==> src/rtl/dmem_responder.sv <==
// dmem_responder: memory end of the M-stage load/store interface.
// Every access takes LATENCY wait cycles before it completes, and stallM
// holds the pipeline until then. The word read or write happens at
// completion, and ackM pulses for that one cycle.
//
// Ports:
//   clk         rising-edge clock
//   reset       synchronous, active-high reset
//   memreqM     M-stage instruction performs a load or store
//   memwriteM   1 = store, 0 = load (valid with memreqM)
//   aluoutM     byte address; word index = aluoutM[log2(DEPTH_WORDS)+1:2]
//   writedataM  store data
//   readdataM   registered load data, held until the next completed load
//   stallM      combinational hold request to the hazard unit
//   ackM        one-cycle completion pulse (registered)
//   misalignM   completion of a misaligned access, pulses with ackM
module dmem_responder #(
    parameter int unsigned DEPTH_WORDS = 64,
    parameter int unsigned LATENCY     = 2
) (
    input  logic        clk,
    input  logic        reset,
    input  logic        memreqM,
    input  logic        memwriteM,
    input  logic [31:0] aluoutM,
    input  logic [31:0] writedataM,
    output logic [31:0] readdataM,
    output logic        stallM,
    output logic        ackM,
    output logic        misalignM
);

    localparam int unsigned IDX_W = $clog2(DEPTH_WORDS);
    localparam int unsigned CNT_W = 4;
    localparam logic [CNT_W-1:0] LAT = CNT_W'(LATENCY);

    typedef enum logic [1:0] {
        IDLE,
        WAIT,
        DONE
    } stateT;

    stateT            state;
    stateT            nextState;
    logic [CNT_W-1:0] waitCnt;
    logic [CNT_W-1:0] nextWaitCnt;
    logic [31:0]      mem [DEPTH_WORDS];
    logic [IDX_W-1:0] wordIdx;
    logic             aligned;
    logic             enterDone;
    logic             unusedAddrBits;

    // Upper address bits are ignored: addresses alias modulo DEPTH_WORDS*4.
    assign wordIdx        = aluoutM[IDX_W+1:2];
    assign aligned        = (aluoutM[1:0] == 2'b00);
    assign unusedAddrBits = ^aluoutM[31:IDX_W+2];

    // DONE is the only cycle in which a pending request is not held.
    assign stallM    = memreqM & (state != DONE);
    assign enterDone = (nextState == DONE);

    // Next-state and wait-counter logic.
    always_comb begin
        nextState   = state;
        nextWaitCnt = waitCnt;
        case (state)
            IDLE: begin
                if (memreqM) begin
                    nextWaitCnt = LAT;
                    nextState   = (LATENCY == 0) ? DONE : WAIT;
                end
            end
            WAIT: begin
                if (!memreqM) begin
                    // Flushed while waiting: abandon the access silently.
                    nextState   = IDLE;
                    nextWaitCnt = '0;
                end else begin
                    nextWaitCnt = waitCnt - CNT_W'(1);
                    if (waitCnt <= CNT_W'(1)) begin
                        nextState = DONE;
                    end
                end
            end
            DONE:    nextState = IDLE;
            default: nextState = IDLE;
        endcase
    end

    // State register.
    always_ff @(posedge clk) begin
        if (reset) begin
            state   <= IDLE;
            waitCnt <= '0;
        end else begin
            state   <= nextState;
            waitCnt <= nextWaitCnt;
        end
    end

    // Completion flags and load data, updated on the edge entering DONE.
    always_ff @(posedge clk) begin
        if (reset) begin
            readdataM <= '0;
            ackM      <= 1'b0;
            misalignM <= 1'b0;
        end else begin
            ackM      <= enterDone;
            misalignM <= enterDone & ~aligned;
            if (enterDone && !memwriteM) begin
                readdataM <= aligned ? mem[wordIdx] : '0;
            end
        end
    end

    // Stores commit on the edge leaving DONE; reset on that edge cancels them.
    always_ff @(posedge clk) begin
        if (!reset && state == DONE && memreqM && memwriteM && aligned) begin
            mem[wordIdx] <= writedataM;
        end
    end

endmodule

==> config.mk <==
export PLATFORM = sky130hd
export DESIGN_NAME = dmem_responder
export DESIGN_NICKNAME = d
export VERILOG_FILES = /design/src/rtl/dmem_responder.sv
export SDC_FILE = /design/constraint.sdc
export NUM_CORES = 2
export LEC_CHECK = 0
export BUFFER_PORTS_ARGS = -buffer_cell sky130_fd_sc_hd__buf_2
export CORE_MARGIN = 2
export CORE_UTILIZATION = 62
export DETAILED_ROUTE_END_ITERATION = 6
export PLACE_DENSITY = 0.81
export RECOVER_POWER = 100
export REMOVE_ABC_BUFFERS = 1
export SYNTH_ARGS = -nofsm -noshare
export SYNTH_HDL_FRONTEND = slang
export SYNTH_SLANG_ARGS = --single-unit
==> constraint.sdc <==
create_clock -name clk -period 4 [get_ports clk]
set_input_delay 0.4 -clock clk [delete_from_list [all_inputs] [get_ports clk]]
set_output_delay 0.4 -clock clk [all_outputs]
set_load 0.01 [all_outputs]
# Word-level counts from Yosys, hierarchy flattened
# Memories as Yosys holds them, arrays and structs flattened.
# Index checks and enable logic that the tools add are counted.
# word_totals
register_bits	40
mem_bits_rw	2048
input_bits	68
output_inout_bits	35
wordCells	37
memories	1
# op_classes
add_sub_neg	1
magnitude_cmp	1
eq_ne	5
n_mux	10
bitwise_logic	3
n_reduce_logical	11
# mem_list
memory	depth	width	read_ports	rd_clocked_by_memory_dff	write_ports	line_no	text
mem	64	32	1	0	1	47	logic [31:0] mem [DEPTH_WORDS];
# ops
op	n
$mux 32	1
$mux 4	2
$pmux 4 s2	1
$mux 2	3
$logic_and 1x1->1	5
$eq 2x2->1 const B	2
$le 4x1->1 const B	1
$logic_not 2->1	2
$ne 2x2->1 const B	2
$pmux 2 s2	1
$sub 4x1->4 const B	1
$and 1x1->1	2
$eq 2x1->1 const B	1
$logic_not 1->1	2
$mux 1	2
$reduce_and 2->1	1
$reduce_bool 2->1	1
$not 1->1	1

# Logic depth before layout (Yosys ltp)
# depth
depth_word	7
ltp_mapped	10
depth_no_buf	9

# Least setup slack after synthesis
# Ideal clock, no wire load.
# synth_timing
path_kind	input port to flip-flop
startpoint	input aluoutM[4]
endpoint	memory mem[40][0], enable pin
arrival_ns	3.241
required_time_ns	3.579
setup_slack_ns	0.338
stages	8
cell_sequence	buf_2 > buf_6 > buf_6 > buf_6 > buf_2 > nor4_1 > nand2_1 > nor2_1
# synth_rtl
item	line_no	text
start: declaration	25	input logic [31:0] aluoutM,
end: declaration	47	
# Straight into the memory's write port.

# Worst setup path after layout
# layout_timing
startpoint	register state[0]
endpoint	memory mem[5][11], enable pin
# layout_via
elab_chain_len	7
# layout_rtl
item	line_no	text
start: declaration	43	stateT state;
start signal: assignment	96	state <= nextState;
$eq 2x2->1	118	if (!reset && state == DONE && memreqM && memwriteM && aligned) begin
$logic_and 1x1->1 (4 in a row)	118	
$mux 1	118	
$mux 1 (implied by the code)	119	mem[wordIdx] <= writedataM;
# No other way between the ends.

==> flow_summary.json <==
{
  "synthesis.area_sq_um": 79200,
  "setup.worst_path.end_class": "register",
  "endpoint": "mem[5][11]",
  "ys_types": 65,
  "die-area_sq_um": 131000,
  "hold_class": "in -> reg",
  "synth_top_area_share_pct": 77.7,
  "startpoint_type": "register",
  "cts_hold_buffers": 6,
  "rr_startpoint": "state[0]",
  "numClockSinks": 2088,
  "peakVddDrop_mv": 0.519,
  "routed_wl_um": 213000,
  "grt_pass1_wl_um": 305000,
  "grt_max_degree": 82,
  "cp.arrival_ps": 3920,
  "clkPwrFrac_pct": 41.5,
  "status": "finished with violations",
  "startpoint": "state[0]",
  "slew_violations": 2025,
  "power_mw": 44.6,
  "gp_congestion": 0.892,
  "cp.required_ps": 4440,
  "rows": 131,
  "timing.fmax_ghz": 0.287,
  "rr_worst_depth": 7,
  "sequentialPowerShare_pct": 53.9,
  "dominantRegCellSynth": "edfxtp_1",
  "critPathKind": "reg -> reg",
  "swShare_pct": 21.4,
  "slew_headroom_pct": -144,
  "internal_power_mw": 35.1,
  "synth_seq_cells": 2088,
  "root_buffer": "clkbuf_16",
  "cts_max_path_buffers": 3,
  "finalHoldViolations": 0,
  "p_leak_nw": 28.3,
  "drc": 13,
  "finalCritPeriodShare_pct": 87.0,
  "drt_iter0_drc": 7185,
  "initial_core_util_pct": 62.3,
  "synth_edf_count": 2048,
  "async_flop_share_pct": 0,
  "failed_checks": "DRC, capacitance limit, slew limit",
  "antenna_left": 0,
  "dpl.hpwl_um": 115000,
  "htreeDepth": 4,
  "grt_usage_pct": 32.7,
  "antenna_found_initial": 8,
  "io-pin-count": 103,
  "first_global_vias": 44626,
  "period_minus_slack_ps": 3480,
  "post-cts-setup-buffers": 0,
  "r2r_slack_ps": 520,
  "cts_buffers": 192,
  "reg2reg_to": "mem[5][11]",
  "setup_viol": 0,
  "synth_cells": 4172,
  "synth.yosys.seq_area_share_pct": 78.7,
  "whs_ps": 197,
  "dr.pass1.iters": 7,
  "clk_pin_slew_ps": 70,
  "via_per_inst": 7.23,
  "worst_slew_pin_slew_ps": 3660,
  "via_count": 44835,
  "drive_gt1_share_pct": 14.9,
  "syn_avg_cell_area_sq_um": 19.0,
  "portBuffers": 78,
  "worstSkewPairLatency_ps": 840,
  "critical_path.max_fanout": 31,
  "maxCapViolCount": 35,
  "synth_warnings": 0,
  "die_w_um": 361,
  "areaGrowthSynthToFinish_pct": 12.5,
  "fp.coreArea_sq_um": 127000,
  "fin_skew_ps": 38.9,
  "die_h_um": 361,
  "wl_per_cell_um": 34.3,
  "grt_overflow": 0,
  "utilization_pct": 70.1,
  "netlist_top_cells_area": "edfxtp_1 (78%), mux2i_1 (5.1%), mux4_2 (3.9%)",
  "rsz0062_at_grt": "false",
  "fillers": 7205,
  "p_comb_share_pct": 4.5,
  "cts_tree": "done",
  "cts_resized": 0,
  "yosysTopAreaCell": "edfxtp_1",
  "switching_power_mw": 9.53,
  "nNetsFinal": 4447,
  "power_density_nw_per_um2": 500
}
## layout by cell type, fill, tap and decap left out, types with 7 or more instances in the layout
cell type	n
a21oi_1	35
a221o_1	29
a221oi_1	130
a22o_1	7
a22oi_1	325
and4_1	27
buf_12	54
buf_2	14
buf_4	100
bufinv_16	21
clkbuf_1	137
clkbuf_16	193
clkbuf_2	32
clkinv_1	36
clkinv_2	32
clkinvlp_4	7
dfxtp_1	40
edfxtp_1	2048
mux2i_1	403
mux4_2	138
nand2_1	54
nand2b_1	7
nand3_1	9
nand4_1	8
nor2_1	79
nor2_4	37
nor4_1	31
o211ai_1	29
o21ai_0	25
o21ai_1	12
o22ai_1	297
or3_1	30
## worst max-delay path, cell delays in order (launching register included)
cell	delay, ps
dfxtp_1	380
nand2b_1	400
nor4_1	380
buf_4	200
nand2_1	50
clkbuf_1	420
nor2_1	310
clkbuf_2	890
## flip-flops by register name (all words and copies together), names as in the netlist
name       count
mem         2048
waitCnt        4
readdataM     32
state          2
ackM           1
misalignM      1
## power groups by stage
stage | registers, mW | clock network (mW) | logic, mW
floorplan | 24.5 | 0 | 0.842
global placement | 24.5 | 0 | 1.90
detailed placement | 24.5 | 0 | 1.96
CTS | 24.0 | 18.6 | 1.99
global route | 24.0 | 19.4 | 2.09
finish | 24.1 | 18.5 | 2.02
## stage by stage
step | setup TNS (ps) | instance area (sq um) | cells | setup slack (ps)
after floorplan | -9791480 | 77800 | 3881 | -8280
after global placement | 0 | 83300 | 5839 | 680
after detailed placement | 0 | 83300 | 5839 | 622
after CTS | 0 | 89700 | 6199 | 1170
after global routing | 0 | 89100 | 6199 | 502
final | 0 | 89100 | 6201 | 520
## Yosys cell counts, types with 3 or more instances
library cell / number
o21a_1: 3
a221oi_1: 130
buf_4: 10
a221o_1: 29
o21ai_1: 12
nand3_1: 9
and2_1: 3
clkbuf_1: 137
nor3b_1: 4
a22o_1: 7
inv_1: 6
mux4_2: 138
a32oi_1: 3
nand3b_1: 3
and3b_1: 3
dfxtp_1: 40
o21ai_0: 25
nor4_1: 31
a31oi_1: 4
a21oi_1: 35
a22oi_1: 325
nor2_1: 116
nor3_1: 5
mux2i_1: 403
o211ai_1: 29
nand4_1: 8
nand2_1: 56
and4_1: 27
buf_2: 117
buf_1: 13
nor2b_1: 3
o221ai_1: 4
o22ai_1: 297
edfxtp_1: 2048
or2_2: 6
buf_6: 11
or3_1: 30
nand2b_1: 9
## how the worst min path moves through the flow
stage               slack [ps]     startpoint       endpoint  cells past startpoint
floorplan                  470     waitCnt[1]     waitCnt[1]                      2
global placement           460  readdataM[27]  readdataM[27]                      2
detailed placement         470  readdataM[27]  readdataM[27]                      2
CTS                         40  writedataM[2]     mem[59][2]                      1
global route               200     aluoutM[6]  readdataM[26]                      3
finish                     200     aluoutM[6]  readdataM[26]                      3
## per-layer routing
metal	routed length [um]	vias up	global-route usage, %
li1	-	17935	-
met1	71100	22438	43.2
met2	98700	3768	50.0
met3	29800	680	8.60
met4	13000	14	18.2
met5	131	-	0.333
## final cells by class
cell class / count / area [sq um] / share of cell area (%)
Inverter: 7 / 28.8 / 0.0323
Sequential cell: 2088 / 62300 / 69.9
Tap cell: 1662 / 2080 / 2.33
Multi-Input combinational cell: 1786 / 15800 / 17.7
Timing Repair Buffer: 302 / 2510 / 2.82
Clock inverter: 112 / 1330 / 1.49
Antenna cell: 2 / 5.00 / 0.00562
Clock buffer: 242 / 5060 / 5.68
## cells by family (layout without fill, tap and decap cells)
kind of cell,Yosys count,count (layout),share of synthesized area (%)
other cells,0,2,0
compound gates,920,920,8.37
fa+ha+maj,2,2,0.0316
simple gates,321,321,2.10
mux,543,543,9.05
buf+inv,298,663,1.78
flops,2088,2088,78.7
Note: power is estimated with default switching activity, not from simulation.
